File: src/rtl/interrupt_issuer_if.sv
// interrupt_issuer_if
//   Groups the event/issue signals of interrupt_issuer into one bundle.
//   slave  : the issuer itself (consumes events/enable, drives the outputs).
//   master : whoever drives the events and watches the injected instructions.
// Signals:
//   event_in              N_EVENTS       asynchronous active-high event lines
//   enable                1              issuing allowed when 1
//   interrupt_instruction 32             injected instruction, 0 when none
//   pending_count         $clog2(DEPTH)+1 FIFO occupancy
//   overflow              1              sticky dropped-event flag
interface interrupt_issuer_if #(
  parameter int N_EVENTS = 4,
  parameter int DEPTH    = 4
);
  logic [N_EVENTS-1:0]      event_in;
  logic                     enable;
  logic [31:0]              interrupt_instruction;
  logic [$clog2(DEPTH):0]   pending_count;
  logic                     overflow;

  modport master (
    output event_in, enable,
    input  interrupt_instruction, pending_count, overflow
  );

  modport slave (
    input  event_in, enable,
    output interrupt_instruction, pending_count, overflow
  );
endinterface

File: src/rtl/interrupt_issuer.sv
// interrupt_issuer
//   Producer for the processor's interrupt_instruction input. Asynchronous
//   game I/O events are synchronised, edge-detected, latched as pending bits,
//   queued in a small FIFO and issued one at a time as a single-cycle addi
//   that writes the event code (line index + 1) into TARGET_REG. After each
//   issue a guard gap of GAP_CYCLES idle cycles lets the pipeline absorb it.
// Ports:
//   clock  system clock
//   reset  synchronous active-high reset
//   bus    interrupt_issuer_if.slave (event_in, enable in;
//          interrupt_instruction, pending_count, overflow out)
module interrupt_issuer #(
  parameter int          N_EVENTS   = 4,
  parameter int          DEPTH      = 4,
  parameter int          GAP_CYCLES = 8,
  parameter logic [4:0]  TARGET_REG = 5'd28
) (
  input  logic               clock,
  input  logic               reset,
  interrupt_issuer_if.slave  bus
);
  localparam int PW = $clog2(DEPTH);
  localparam int CW = PW + 1;
  localparam int GW = $clog2(GAP_CYCLES + 1);

  typedef enum logic [1:0] {IDLE, ISSUE, GAP} state_t;

  logic [N_EVENTS-1:0] sync1_q, sync1_d, sync2_q, sync2_d, prev_q, prev_d;
  logic [N_EVENTS-1:0] pending_q, pending_d;
  logic [N_EVENTS-1:0] rise, clear_mask;
  logic [4:0]          mem_q [DEPTH];
  logic [4:0]          mem_d [DEPTH];
  logic [PW-1:0]       wr_ptr_q, wr_ptr_d, rd_ptr_q, rd_ptr_d;
  logic [CW-1:0]       count_q, count_d;
  logic                overflow_q, overflow_d;
  state_t              state_q, state_d;
  logic [GW-1:0]       gap_q, gap_d;
  logic [31:0]         instr_q, instr_d;
  logic                push, pop, fifo_full, fifo_empty;
  logic [4:0]          push_code;

  // Two-flop synchronizer followed by rising-edge detect on the synced level.
  always_comb begin
    sync1_d = bus.event_in;
    sync2_d = sync1_q;
    prev_d  = sync2_q;
    rise    = sync2_q & ~prev_q;
  end

  // Pick the lowest pending line for this cycle's enqueue. The loop runs
  // high-to-low so the last match (lowest index) wins.
  always_comb begin
    push_code  = '0;
    clear_mask = '0;
    fifo_full  = (count_q == CW'(DEPTH));
    fifo_empty = (count_q == '0);
    push       = (pending_q != '0) && !fifo_full;
    for (int i = N_EVENTS - 1; i >= 0; i--) begin
      if (pending_q[i]) begin
        push_code  = 5'(i + 1);
        clear_mask = N_EVENTS'(1) << i;
      end
    end
    if (!push) clear_mask = '0;
  end

  // A fresh edge on a bit being cleared this cycle is a new event, not a
  // drop; only an edge on a bit that stays set is lost.
  always_comb begin
    pending_d  = (pending_q & ~clear_mask) | rise;
    overflow_d = overflow_q | (|(rise & pending_q & ~clear_mask));
  end

  // FIFO storage; pointers wrap naturally at DEPTH (power of two) and the
  // count alone tells full from empty.
  always_comb begin
    mem_d    = mem_q;
    wr_ptr_d = wr_ptr_q;
    rd_ptr_d = rd_ptr_q;
    count_d  = count_q;
    if (push) begin
      mem_d[wr_ptr_q] = push_code;
      wr_ptr_d        = wr_ptr_q + PW'(1);
    end
    if (pop) rd_ptr_d = rd_ptr_q + PW'(1);
    case ({push, pop})
      2'b10:   count_d = count_q + CW'(1);
      2'b01:   count_d = count_q - CW'(1);
      default: count_d = count_q;
    endcase
  end

  // Issue FSM next-state: ISSUE lasts one cycle, GAP exactly GAP_CYCLES.
  always_comb begin
    state_d = state_q;
    gap_d   = gap_q;
    case (state_q)
      IDLE: begin
        if (pop) state_d = ISSUE;
      end
      ISSUE: begin
        state_d = GAP;
        gap_d   = GW'(GAP_CYCLES);
      end
      GAP: begin
        gap_d = gap_q - GW'(1);
        if (gap_q == GW'(1)) state_d = IDLE;
      end
      default: state_d = IDLE;
    endcase
  end

  // Issue FSM outputs: the pop and the instruction register load happen on
  // the same edge, so the instruction is visible exactly during ISSUE.
  always_comb begin
    pop     = (state_q == IDLE) && bus.enable && !fifo_empty;
    instr_d = pop ? {5'b00101, TARGET_REG, 5'd0, 12'd0, mem_q[rd_ptr_q]} : 32'd0;
  end

  // State register.
  always_ff @(posedge clock) begin
    if (reset) begin
      sync1_q    <= '0;
      sync2_q    <= '0;
      prev_q     <= '0;
      pending_q  <= '0;
      for (int i = 0; i < DEPTH; i++) mem_q[i] <= '0;
      wr_ptr_q   <= '0;
      rd_ptr_q   <= '0;
      count_q    <= '0;
      overflow_q <= 1'b0;
      state_q    <= IDLE;
      gap_q      <= '0;
      instr_q    <= '0;
    end else begin
      sync1_q    <= sync1_d;
      sync2_q    <= sync2_d;
      prev_q     <= prev_d;
      pending_q  <= pending_d;
      mem_q      <= mem_d;
      wr_ptr_q   <= wr_ptr_d;
      rd_ptr_q   <= rd_ptr_d;
      count_q    <= count_d;
      overflow_q <= overflow_d;
      state_q    <= state_d;
      gap_q      <= gap_d;
      instr_q    <= instr_d;
    end
  end

  assign bus.interrupt_instruction = instr_q;
  assign bus.pending_count         = count_q;
  assign bus.overflow              = overflow_q;
endmodule

File: src/flat_wrapper.sv
// flat-port wrapper written by rule: the top's interface ports become plain ports
module interrupt_issuer_flat 
#(
  parameter int          N_EVENTS   = 4,
  parameter int          DEPTH      = 4,
  parameter int          GAP_CYCLES = 8,
  parameter logic [4:0]  TARGET_REG = 5'd28
)
  (clock, reset, bus_event_in, bus_enable, bus_interrupt_instruction, bus_pending_count, bus_overflow);
  interrupt_issuer_if #(.N_EVENTS(N_EVENTS), .DEPTH(DEPTH)) bus_i ();
  input  logic clock;
  input  logic reset;
  input wire logic [$bits(bus_i.event_in)-1:0] bus_event_in;
  input wire logic [$bits(bus_i.enable)-1:0] bus_enable;
  output wire logic [$bits(bus_i.interrupt_instruction)-1:0] bus_interrupt_instruction;
  output wire logic [$bits(bus_i.pending_count)-1:0] bus_pending_count;
  output wire logic [$bits(bus_i.overflow)-1:0] bus_overflow;
  assign bus_i.event_in = bus_event_in;
  assign bus_i.enable = bus_enable;
  assign bus_interrupt_instruction = bus_i.interrupt_instruction;
  assign bus_pending_count = bus_i.pending_count;
  assign bus_overflow = bus_i.overflow;
  interrupt_issuer #(.N_EVENTS(N_EVENTS), .DEPTH(DEPTH), .GAP_CYCLES(GAP_CYCLES), .TARGET_REG(TARGET_REG)) u_core (.clock(clock), .reset(reset), .bus(bus_i));
endmodule
File: config.mk
export PLATFORM = sky130hd
export DESIGN_NAME = interrupt_issuer_flat
export DESIGN_NICKNAME = d
export VERILOG_FILES = /design/src/rtl/interrupt_issuer_if.sv /design/src/rtl/interrupt_issuer.sv /design/src/flat_wrapper.sv
export SDC_FILE = /design/constraint.sdc
export NUM_CORES = 1
export LEC_CHECK = 0
export CAP_MARGIN = 20
export CORE_AREA = 2 2 88 90
export DETAILED_ROUTE_END_ITERATION = 10
export DIE_AREA = 0 0 90 92
export GPL_ROUTABILITY_DRIVEN = 0
export REMOVE_ABC_BUFFERS = 1
export SLEW_MARGIN = 20
export SYNTH_ARGS = -nofsm -noshare
export SYNTH_HDL_FRONTEND = slang
export SYNTH_SLANG_ARGS = --single-unit
export TNS_END_PERCENT = 1
File: constraint.sdc
create_clock -name clock -period 3.6 [get_ports clock]
set_input_delay 0.9 -clock clock [delete_from_list [all_inputs] [get_ports clock]]
set_output_delay 0.9 -clock clock [all_outputs]
set_load 0.01 [all_outputs]
# --- Word-level counts from Yosys, hierarchy flattened ---
# Index checks and enable logic that the tools add are counted.
totals:
  ff_bits: 82
  latchBits: 0
  mem_bits_rw: 0
  rom_bits: 0
  in_bits: 7
  memories: 0
op_classes:
  addsub: 5
  mul: 0
  div_mod_pow: 0
  n_lt_le_gt_ge: 3
  eq_ne: 8
  n_shift: 0
  muxes: 21
  bitwise: 11
  n_reduce_logical: 14
op_table:
  columns: ["operator", "n"]
  rows:
  - ["2-to-1 mux 30 bit", 1]
  - ["bitwise mux 20 bit", 1]
  - ["2-to-1 mux 4 bit", 5]
  - ["bitwise AND 4 bit", 4]
  - ["2-to-1 mux 5 bit", 3]
  - ["2-to-1 mux 3 bit", 4]
  - ["binary-select mux 5 bit (select 2 bit)", 1]
  - ["demux 5 bit (select 2 bit)", 1]
  - ["NOT 4 bit", 2]
  - ["one-hot mux 4 bit (2 select lines)", 1]
  - [">= comparator 3 bit (second input constant)", 2]
  - ["NOT 2 -> 3 bit", 2]
  - ["one-hot mux 2 bit (3 select lines)", 1]
  - ["one-hot mux 3 bit (2 select lines)", 1]
  - ["adder 2 x 1 -> 2 bit (second input constant)", 2]
  - ["equality test 2 x 1 -> 1 bit (second input constant)", 2]
  - ["equality test 2 bit (second input constant)", 2]
  - ["equality test 4 x 1 -> 1 bit (second input constant)", 1]
  - ["logical AND 1 bit", 4]
  - ["2-to-1 mux 2 bit", 2]
  - ["!= test 2 x 1 -> 1 bit (second input constant)", 2]
  - ["bitwise OR 4 bit", 1]
  - ["nonzero test 2 bit", 2]
  - ["nonzero test 4 bit", 1]
  - ["13 further kinds", 14]

# --- Depth between registers and ports, before layout ---
# Gate-level depths: netlist (run 1).
logic_depth:
  depth_word: 9
  mapped_depth: 10

# --- Least setup slack after synthesis (run 1) ---
# OpenSTA, ideal clock, no wires.
synth_timing:
  kind: "reg-to-reg"
  startpoint: "reg u_core.pending_q[0]"
  endpoint: "reg u_core.count_q[2], in the netlist u_core.bus.pending_count[2]"
  t_arrival_ns: 2.300
  required_ns: 3.529
  path_slack_ns: 1.230
  path_stages_with_launch: 10
  period_less_slack_ns: 2.370
  path_cell_list: "dfxtp_1 or4_4 and2_4 inv_1 ha_1 inv_1 fa_1 xor2_1 or3_1 a21oi_1"
synth_between:
  elab_chain_len: 4
synth_rtl:
  columns: ["item", "line_no", "text"]
  rows:
  - ["start, declared", "interrupt_issuer.sv:29", "logic [N_EVENTS-1:0] pending_q, pending_d;"]
  - ["start signal, assigned", "interrupt_issuer.sv:139", "pending_q <= pending_d;"]
  - ["nonzero test 4 bit *", "interrupt_issuer.sv:57", "push = (pending_q != '0) && !fifo_full;"]
  - ["logical AND 1 bit *", "interrupt_issuer.sv:57", null]
  - ["equality test 2 x 1 -> 1 bit / equality test 2 bit (equally long branches)", "interrupt_issuer.sv:86", "case ({push, pop})"]
  - ["one-hot mux 3 bit (2 select lines) / nonzero test 2 bit (equally long branches)", null, null]
  - ["end signal, assigned", "interrupt_issuer.sv:143", "count_q <= count_d;"]
  - ["end, declared", "interrupt_issuer.sv:34", "logic [CW-1:0] count_q, count_d;"]
# Every way passes the cells marked *; elsewhere a longest branch is shown, timed or not.
# A chain may end at the register's enable or synchronous reset.

# --- Worst setup path in the final report (run 1) ---
layout_timing:
  startpoint: "in bus_enable"
  endpoint: "reg u_core.count_q[2], in the netlist u_core.bus.pending_count[2]"
layout_between:
  elab_chain_len: 4
layout_rtl:
  columns: ["item", "line_no", "text"]
  rows:
  - ["start, declared", "flat_wrapper.sv:14", "input wire logic [$bits(bus_i.enable)-1:0] bus_enable;"]
  - ["logical AND 1 bit * (2 in a row)", "interrupt_issuer.sv:116", "pop = (state_q == IDLE) && bus.enable && !fifo_empty;"]
  - ["named net u_core.pop", "interrupt_issuer.sv:39", "logic push, pop, fifo_full, fifo_empty;"]
  - ["equality test 2 x 1 -> 1 bit / equality test 2 bit (equally long branches)", "interrupt_issuer.sv:86", null]
  - ["one-hot mux 3 bit (2 select lines) / nonzero test 2 bit (equally long branches)", null, null]
# The timed path passes the listed nets; every way through them passes the cells marked *.

==> results.py, run 1 <==
metrics = {
    "routing": {
        "drt_first_pass_iters": 4,
        "drt-initial-drc-count": 36,
        "wl_per_cell_um": 9.49,
        "ant_nets": 0,
        "via_count": 1396,
        "drt_wl_total_um": 3240,
        "drc": 0,
        "vias_per_cell": 4.09,
    },
    "setup_path": {
        "timing_worst_setup_path_type": "in2reg",
        "critPathMaxFanout": 4,
        "r2r_start": "u_core.bus.pending_count[2]",
        "crit_arrival_ns": 2.88,
        "end_kind": "flip-flop",
        "startpoint": "bus_enable",
        "cp.required_ns": 3.83,
        "startpoint_type": "input port",
    },
    "placement": {
        "post_dp_cell_area_sq_um": 2330,
        "place.port_buffers": 18,
        "post-dp-hpwl_um": 2450,
    },
    "finish": {
        "antennaDiodeCount": 0,
        "final_layout_size_suffix_gt1_share_pct": 9.21,
        "fillCellCount": 797,
        "syn2layout_area_growth_pct": 13.1,
        "final_design_area_no_fill_sq_um": 2440,
        "nNetsFinal": 257,
    },
    "global_routing": {
        "grt_pass1_vias": 1282,
        "grtUsageTotal_pct": 8.40,
        "antenna_found_initial": 0,
        "grt_max_degree": 19,
        "grt.overflow.total": 0,
        "grt_pass1_wl_um": 5690,
    },
    "timing": {
        "max_slew.worst_pin.slew_ns": 0.782,
        "period_minus_slack_ns": 2.65,
        "slew_headroom_pct": 47.2,
        "post-route-period-util_pct": 73.7,
        "drv_slew": 0,
        "finalClockSkew_ns": 0.0125,
        "hold_viol": 0,
        "setup_viol_count_final": 0,
        "rsz0062_at_grt": "no",
        "fmax_ghz": 0.377,
        "tns_ns": 0,
    },
    "synthesis": {
        "yosysSeqAreaShare_pct": 42.6,
        "yosysUniqueCellTypes": 39,
        "async_reset_ff_share_pct": 0,
        "synth-main-ff-cell": "dfxtp_1",
        "synth_edf_count": 0,
        "synth_top_area_share_pct": 42.6,
        "synth_warnings": 0,
        "synth_area_sq_um": 2160,
        "synth_top_cells_by_count": "dfxtp_1 (46), buf_4 (28), nor2_1 (27)",
        "yosysMostFrequentCell": "dfxtp_1",
        "ys_ff_latch": 46,
        "yosys.area.top_type": "dfxtp_1",
        "netlist_instances": 223,
        "synth_area_leaders": "dfxtp_1 (43%), buf_4 (9.7%), mux2i_1 (6.9%)",
        "avgSynthCellArea_sq_um": 9.69,
    },
    "clock_tree": {
        "htreeDepth": 2,
        "cts.path.max_buffers": 2,
        "clock_latency_ns": 0.29,
        "cts_tree": "built",
        "cts_made_buffers": 5,
        "cts-root-buf": "clkbuf_8",
        "cts.sinks": 46,
        "hold_buffers": 0,
        "cts_resized": 0,
        "post_cts_buffers": 0,
        "clk_pin_slew_ns": 0.09,
    },
    "hold_path": {
        "hp-start": "u_core.sync1_q[3]",
        "hold_path.class": "reg2reg",
    },
    "floorplan": {
        "dieArea_sq_um": 8280,
        "io_pins": 43,
        "start_util_pct": 29.0,
        "core_region_area_sq_um": 7450,
        "fp.dieW_um": 90,
        "rows": 32,
        "die_h_um": 92,
    },
    "power": {
        "power.density_nw_per_um2": 546,
        "power.static_leakage_nw": 1.02,
        "vdd_drop_max_v": 0.000185,
    },
    "outcome": {
        "status": "finished clean",
    },
    "flow_run": {
        "cap_violations": 0,
    },
}
[report_power, final]
part	switching [W]	internal [W]	total, W
combinational	0.000175	0.000171	0.000346
sequential	0.0000538	0.000556	0.000610
clock	0.000171	0.000208	0.000379
[critical path: stages]
cell	delay [ns]
clkdlybuf4s50_1	0.48
o311a_1	0.26
ha_1	0.20
inv_1	0.06
fa_1	0.38
xor2_1	0.16
or3_1	0.30
a21oi_1	0.14
[layer usage]
metal / share of wire, % / GRT usage [%]
met1: 49 / 10.2
met5: 0 / 0
met2: 45 / 13.9
met3: 5.2 / 2.79
met4: 0.77 / 3.08
[per-stage QoR]
step	hold slack, ns	power [W]	worst slack (ns)	cells	util (%)
3_5_place_dp	0.426	0.000971	0.629	333	31.3
4_1_cts	0.446	0.00136	0.938	341	32.8
2_1_floorplan	0.414	0.000859	1.23	211	-
3_3_place_gp	0.418	0.000958	0.703	333	31.3
5_1_grt	0.458	0.00142	0.799	341	32.8
6_report	0.441	0.00133	0.946	341	32.8
[worst paths after layout]
| kind | end | slack (ns) | cells past startpoint |
|---|---|---|---|
| max | u_core.bus.pending_count[2] | 0.95 | 8 |
| min reg2reg | u_core.prev_d[3] | 0.44 | 1 |
| min | u_core.prev_d[3] | 0.44 | 1 |
| max reg2reg | u_core.bus.pending_count[2] | 1.08 | 9 |
[layout by cell type, fill, tap and decap left out, drive strengths merged]
cell / count
a21o: 1
a21oi: 9
a22oi: 1
a311oi: 1
a31oi: 1
and2: 4
buf: 2
bufinv: 1
clkbuf: 5
clkdlybuf4s50: 18
clkinv: 1
conb: 24
dfxtp: 46
fa: 1
ha: 11
inv: 13
mux2i: 15
mux4: 3
nand2: 5
nand2b: 3
nand3: 7
nand3b: 1
nor2: 27
nor2b: 16
nor3: 1
nor3b: 2
nor4: 1
nor4b: 1
o21ai: 4
o22ai: 1
o311a: 1
o31ai: 2
or3: 2
or3b: 2
or4: 1
xnor2: 2
xor2: 3
[state kept, by name, summed over array words and instances, names as in the netlist]
name                              flops
u_core.bus.overflow                   1
u_core.wr_ptr_q                       2
u_core.sync1_q                        4
u_core.pending_q                      4
u_core.state_q                        2
u_core.gap_q                          4
u_core.bus.interrupt_instruction      4
u_core.prev_q                         4
u_core.mem_q                         12
u_core.prev_d                         4
u_core.rd_ptr_q                       2
u_core.bus.pending_count              3
[cell families (layout without fill, tap and decap cells)]
| family | Yosys count | in the layout | share of synthesized area (%) |
|---|---|---|---|
| AND/OR/NAND/NOR | 73 | 73 | 18.8 |
| buffers and inverters | 47 | 40 | 13.1 |
| flip-flops | 46 | 46 | 42.6 |
| AO/OA/AOI/OAI | 21 | 21 | 5.91 |
| multiplexers | 18 | 18 | 10.1 |
| adder cells (fa/ha/maj) | 12 | 12 | 7.30 |
| XOR/XNOR | 5 | 5 | 2.03 |
| other | 1 | 24 | 0.174 |
[cell type report]
| class | instances | area [sq um] | area share [%] |
|---|---|---|---|
| tap | 102 | 128 | 5.22 |
| timing repair buffer | 20 | 195 | 7.98 |
| inverter | 12 | 45.0 | 1.84 |
| sequential | 46 | 921 | 37.7 |
| clock inverter | 3 | 43.8 | 1.79 |
| clock buffer | 5 | 68.8 | 2.81 |
| multi-input combinational | 153 | 1040 | 42.7 |
(Power assumes the default switching activity.)
==> run 2, diff against run 1 <==
- clock period: 3.6 -> 2.17 ns (I/O delays scaled with it)
==> results.py, run 2 (synthesis results as in run 1) <==
metrics = {
    "global_routing": {
        "grt_pass1_wl_um": 6020,
        "antenna_found_initial": 0,
        "grt.overflow.total": 0,
        "grt_pass1_vias": 1362,
        "grtUsageTotal_pct": 9.10,
        "grt_max_degree": 26,
    },
    "clock_tree": {
        "hold_buffers": 0,
        "htreeDepth": 2,
        "cts-root-buf": "clkbuf_8",
        "post_cts_buffers": 0,
        "cts.path.max_buffers": 2,
        "cts_tree": "built",
        "cts_made_buffers": 5,
        "clock_latency_ns": 0.30,
        "clk_pin_slew_ns": 0.09,
        "cts.sinks": 46,
    },
    "finish": {
        "syn2layout_area_growth_pct": 19.3,
        "fillCellCount": 768,
        "final_layout_size_suffix_gt1_share_pct": 16.5,
        "antennaDiodeCount": 0,
        "regMostFlops": "u_core.mem_q",
        "final_design_area_no_fill_sq_um": 2580,
        "final_common_cell": "dfxtp_1",
        "final_cell_mix": "dfxtp_1 (45), nor2_1 (27), conb_1 (24)",
        "final_cells": 356,
        "nNetsFinal": 272,
        "largest_register_ffs": 12,
    },
    "floorplan": {
        "core_region_area_sq_um": 7450,
        "rows": 32,
        "dieArea_sq_um": 8280,
        "fp.dieW_um": 90,
        "die_h_um": 92,
        "io_pins": 43,
        "start_util_pct": 29.0,
    },
    "routing": {
        "drt-initial-drc-count": 42,
        "via_count": 1465,
        "drt_first_pass_iters": 4,
        "drc": 0,
        "ant_nets": 0,
        "wl_per_cell_um": 9.99,
        "drt_wl_total_um": 3560,
        "vias_per_cell": 4.12,
    },
    "outcome": {
        "violations": "setup timing",
        "status": "finished, violations left",
    },
    "hold_path": {
        "hold_path.class": "reg2reg",
        "holdPathStages": 1,
        "hp-start": "u_core.sync1_q[1]",
        "worstHoldEndpoint": "u_core.prev_d[1]",
    },
    "setup_path": {
        "r2r_cells": 9,
        "r2r_slack_ns": -0.06,
        "end_kind": "flip-flop",
        "crit_arrival_ns": 2.47,
        "critPathMaxFanout": 2,
        "startpoint_type": "flip-flop",
        "r2r_start": "u_core.pending_q[0]",
        "r2r_end": "u_core.bus.pending_count[2]",
        "cp.required_ns": 2.41,
        "timing_worst_setup_path_type": "reg2reg",
    },
    "timing": {
        "period_minus_slack_ns": 2.23,
        "rsz0062_at_grt": "yes",
        "hold_viol": 0,
        "post-route-period-util_pct": 103,
        "finalClockSkew_ns": 0.00454,
        "drv_slew": 0,
        "fin_ws_ns": -0.0575,
        "fmax_ghz": 0.449,
        "setup_viol_count_final": 1,
    },
    "power": {
        "vdd_drop_max_v": 0.000298,
        "power.static_leakage_nw": 1.09,
        "total_power_w": 0.00232,
        "power.density_nw_per_um2": 901,
    },
    "placement": {
        "post_dp_cell_area_sq_um": 2440,
        "post-dp-hpwl_um": 2640,
        "place.port_buffers": 18,
        "dp_cells": 348,
    },
    "flow_run": {
        "cap_violations": 0,
    },
}
run 2: worst max-delay path: stages, from the launching register on:
cell	delay, ns
dfxtp_2	0.32
or4_4	0.54
and2_4	0.16
inv_2	0.06
ha_4	0.12
inv_1	0.05
fa_2	0.33
xor2_1	0.15
or3_1	0.32
a21oi_2	0.12
run 2: worst max-delay path by stage:
stage                                 from                     endpoint  slack [ns]  depth (start not counted)
2_1_floorplan  u_core.bus.pending_count[2]  u_core.bus.pending_count[2]       -0.20                          9
3_5_place_dp                    bus_enable  u_core.bus.pending_count[2]       -0.34                          8
5_1_grt                u_core.pending_q[0]  u_core.bus.pending_count[2]       -0.15                          9
4_1_cts                u_core.pending_q[0]  u_core.bus.pending_count[2]       -0.11                          9
6_report               u_core.pending_q[0]  u_core.bus.pending_count[2]       -0.06                          9
3_3_place_gp                    bus_enable  u_core.bus.pending_count[2]       -0.28                          8
run 2: repair_timing:
item | 4_1_cts | 5_1_grt
gates resized for setup | 2 | 4
setup endpoints to repair | 1 | 2
pin swaps | 2 | 0
run 2: layer usage:
| metal | up-vias | part of all wire [%] | global-route usage [%] |
|---|---|---|---|
| met4 | 0 | 1.5 | 3.46 |
| met2 | 32 | 46 | 15.7 |
| met1 | 683 | 48 | 10.6 |
| li1 | 743 | - | - |
| met5 | - | 0 | 0 |
| met3 | 7 | 5.1 | 2.88 |
run 2: cell type report:
class / count / area, sq um / share of cell area, %
Clock buffer: 5 / 68.8 / 2.67
Clock inverter: 3 / 45.0 / 1.75
Inverter: 12 / 45.0 / 1.75
Multi-Input combinational cell: 153 / 1060 / 41.2
Sequential cell: 46 / 922 / 35.8
Tap cell: 102 / 128 / 4.95
Timing Repair Buffer: 35 / 308 / 11.9
run 2: per-stage QoR:
stage                     setup TNS [ns]  worst slack, ns  hold slack, ns  util [%]
after global placement            -0.320           -0.277           0.420      32.8
after global routing              -0.150           -0.150           0.470      34.6
after CTS                         -0.113           -0.113           0.450      34.4
final                            -0.0575          -0.0575           0.444      34.6
after detailed placement          -0.409           -0.337           0.429      32.8
after floorplan                   -0.200           -0.200           0.414         -
run 2: power breakdown:
part           switching [W]  internal (W)  total (W)
clock network       0.000296      0.000343   0.000638
registers          0.0000620      0.000922   0.000984
logic               0.000342      0.000358   0.000700
total               0.000700       0.00162    0.00232
==> run 3, diff against run 2 <==
- CELL_PAD_IN_SITES_DETAIL_PLACEMENT: default -> 0
- CELL_PAD_IN_SITES_GLOBAL_PLACEMENT: default -> 1
- GPL_ROUTABILITY_DRIVEN: 0 -> 1
- PLACE_DENSITY_LB_ADDON: default -> 0.1
- clock period: 2.17 -> 2.8 ns (I/O delays scaled with it)
==> results.py, run 3 (synthesis results as in run 1) <==
metrics = {
    "timing": {
        "finalClockSkew_ns": 0.00463,
        "hold_viol": 0,
        "period_minus_slack_ns": 2.49,
        "fmax_ghz": 0.402,
        "post-route-period-util_pct": 88.9,
        "rsz0062_at_grt": "no",
        "slew_headroom_pct": 41.9,
        "drv_slew": 0,
        "max_slew.worst_pin.slew_ns": 0.860,
        "setup_viol_count_final": 0,
        "tns_ns": 0,
    },
    "clock_tree": {
        "cts_made_buffers": 5,
        "cts_tree": "built",
        "hold_buffers": 0,
        "cts.path.max_buffers": 2,
        "cts-root-buf": "clkbuf_8",
        "clk_pin_slew_ns": 0.08,
        "cts.sinks": 46,
        "htreeDepth": 2,
        "post_cts_buffers": 0,
        "clock_latency_ns": 0.29,
        "cts_resized": 0,
    },
    "routing": {
        "wl_met1_um": 1790,
        "wl_per_cell_um": 10.6,
        "dr_wl_met3_um": 116,
        "via_count": 1361,
        "drc": 0,
        "dr_wl_met2_um": 1680,
        "vias_per_cell": 3.97,
        "highest-signal-layer": "met4",
        "drt_wl_total_um": 3630,
        "drt_first_pass_iters": 4,
        "drt-initial-drc-count": 40,
        "ant_nets": 0,
    },
    "setup_path": {
        "critPathMaxFanout": 8,
        "cpMostUsedCell": "inv_1",
        "r2r_start": "u_core.pending_q[0]",
        "critPathSlowestCell": "or4_4",
        "crit_family": "simple AND/OR/NAND/NOR gates",
        "crit_arrival_ns": 2.72,
        "startpoint_type": "flip-flop",
        "cp.required_ns": 3.03,
        "cp_num_buf_inv": 2,
        "end_kind": "flip-flop",
        "path_cells": "or4_4 > and2_4 > inv_1 > ha_1 > inv_1 > fa_1 > xor2_1 > or3_1 > a21oi_1",
        "cpPeakStageDelay_ns": 0.60,
        "timing_worst_setup_path_type": "reg2reg",
        "startpoint": "u_core.pending_q[0]",
    },
    "placement": {
        "post_dp_cell_area_sq_um": 2350,
        "gp_congestion": 0.678,
        "place.port_buffers": 18,
        "post-dp-hpwl_um": 2630,
    },
    "finish": {
        "final_design_area_no_fill_sq_um": 2440,
        "final_common_cell": "dfxtp_1",
        "register_area_sq_um": 921,
        "multi_input_area_sq_um": 1040,
        "final_cell_mix": "dfxtp_1 (46), nor2_1 (27), conb_1 (24)",
        "final_layout_size_suffix_gt1_share_pct": 9.54,
        "antennaDiodeCount": 0,
        "syn2layout_area_growth_pct": 12.9,
        "fillCellCount": 792,
        "largest_register_ffs": 12,
        "regMostFlops": "u_core.mem_q",
        "nNetsFinal": 259,
    },
    "floorplan": {
        "fp.dieW_um": 90,
        "core_region_area_sq_um": 7450,
        "dieArea_sq_um": 8280,
        "die_h_um": 92,
        "rows": 32,
        "io_pins": 43,
        "start_util_pct": 29.0,
    },
    "power": {
        "power.density_nw_per_um2": 682,
        "vdd_drop_max_v": 0.000243,
        "power.static_leakage_nw": 1.02,
    },
    "hold_path": {
        "hold_path.class": "reg2reg",
        "hp-start": "u_core.sync1_q[0]",
    },
    "global_routing": {
        "grt.overflow.total": 0,
        "antenna_found_initial": 0,
        "grtUsageTotal_pct": 9.36,
        "grt_pass1_wl_um": 6220,
        "grt_max_degree": 29,
        "grt_pass1_vias": 1301,
    },
    "outcome": {
        "status": "finished clean",
    },
    "flow_run": {
        "cap_violations": 0,
    },
}
[run 3: final timing paths]
check / cells past startpoint / slack [ns] / endpoint
worst max register to register: 9 / 0.31 / u_core.bus.pending_count[2]
worst max-delay path: 9 / 0.31 / u_core.bus.pending_count[2]
worst min-delay path: 1 / 0.44 / u_core.prev_d[0]
worst min register to register: 1 / 0.44 / u_core.prev_d[0]
[run 3: worst register-to-register path, cell delays in order, from the launching register on]
cell	delay, ns
dfxtp_1	0.37
or4_4	0.61
and2_4	0.21
inv_1	0.06
ha_1	0.17
inv_1	0.06
fa_1	0.37
xor2_1	0.15
or3_1	0.31
a21oi_1	0.14
[run 3: final cells by class]
class,instances,share of cell area [%]
Clock buffer,7,3.54
Sequential cell,46,37.8
Multi-Input combinational cell,153,42.8
Inverter,12,1.85
Tap cell,102,5.23
Timing Repair Buffer,22,8.62
Clock inverter,1,0.205
[run 3: through the flow]
stage	setup WS (ns)	hold slack [ns]	util (%)	instances	total power, W
3_5_place_dp	0.123	0.424	31.5	335	0.00127
6_report	0.312	0.439	32.7	343	0.00166
2_1_floorplan	0.430	0.414	-	211	0.00110
5_1_grt	0.169	0.460	32.7	343	0.00180
4_1_cts	0.293	0.445	32.7	343	0.00170
3_3_place_gp	0.172	0.416	31.5	335	0.00127
[run 3: layer usage]
| metal | track usage, % | vias to the layer above |
|---|---|---|
| li1 | - | 712 |
| met1 | 11.3 | 621 |
| met2 | 16.1 | 24 |
| met3 | 2.47 | 4 |
| met4 | 3.46 | 0 |
| met5 | 0 | - |
[run 3: power breakdown]
part / total (W) / switching (W) / internal, W
clock: 0.000418 / 0.000218 / 0.000200
combinational: 0.000458 / 0.000228 / 0.000229
sequential: 0.000787 / 0.0000722 / 0.000715
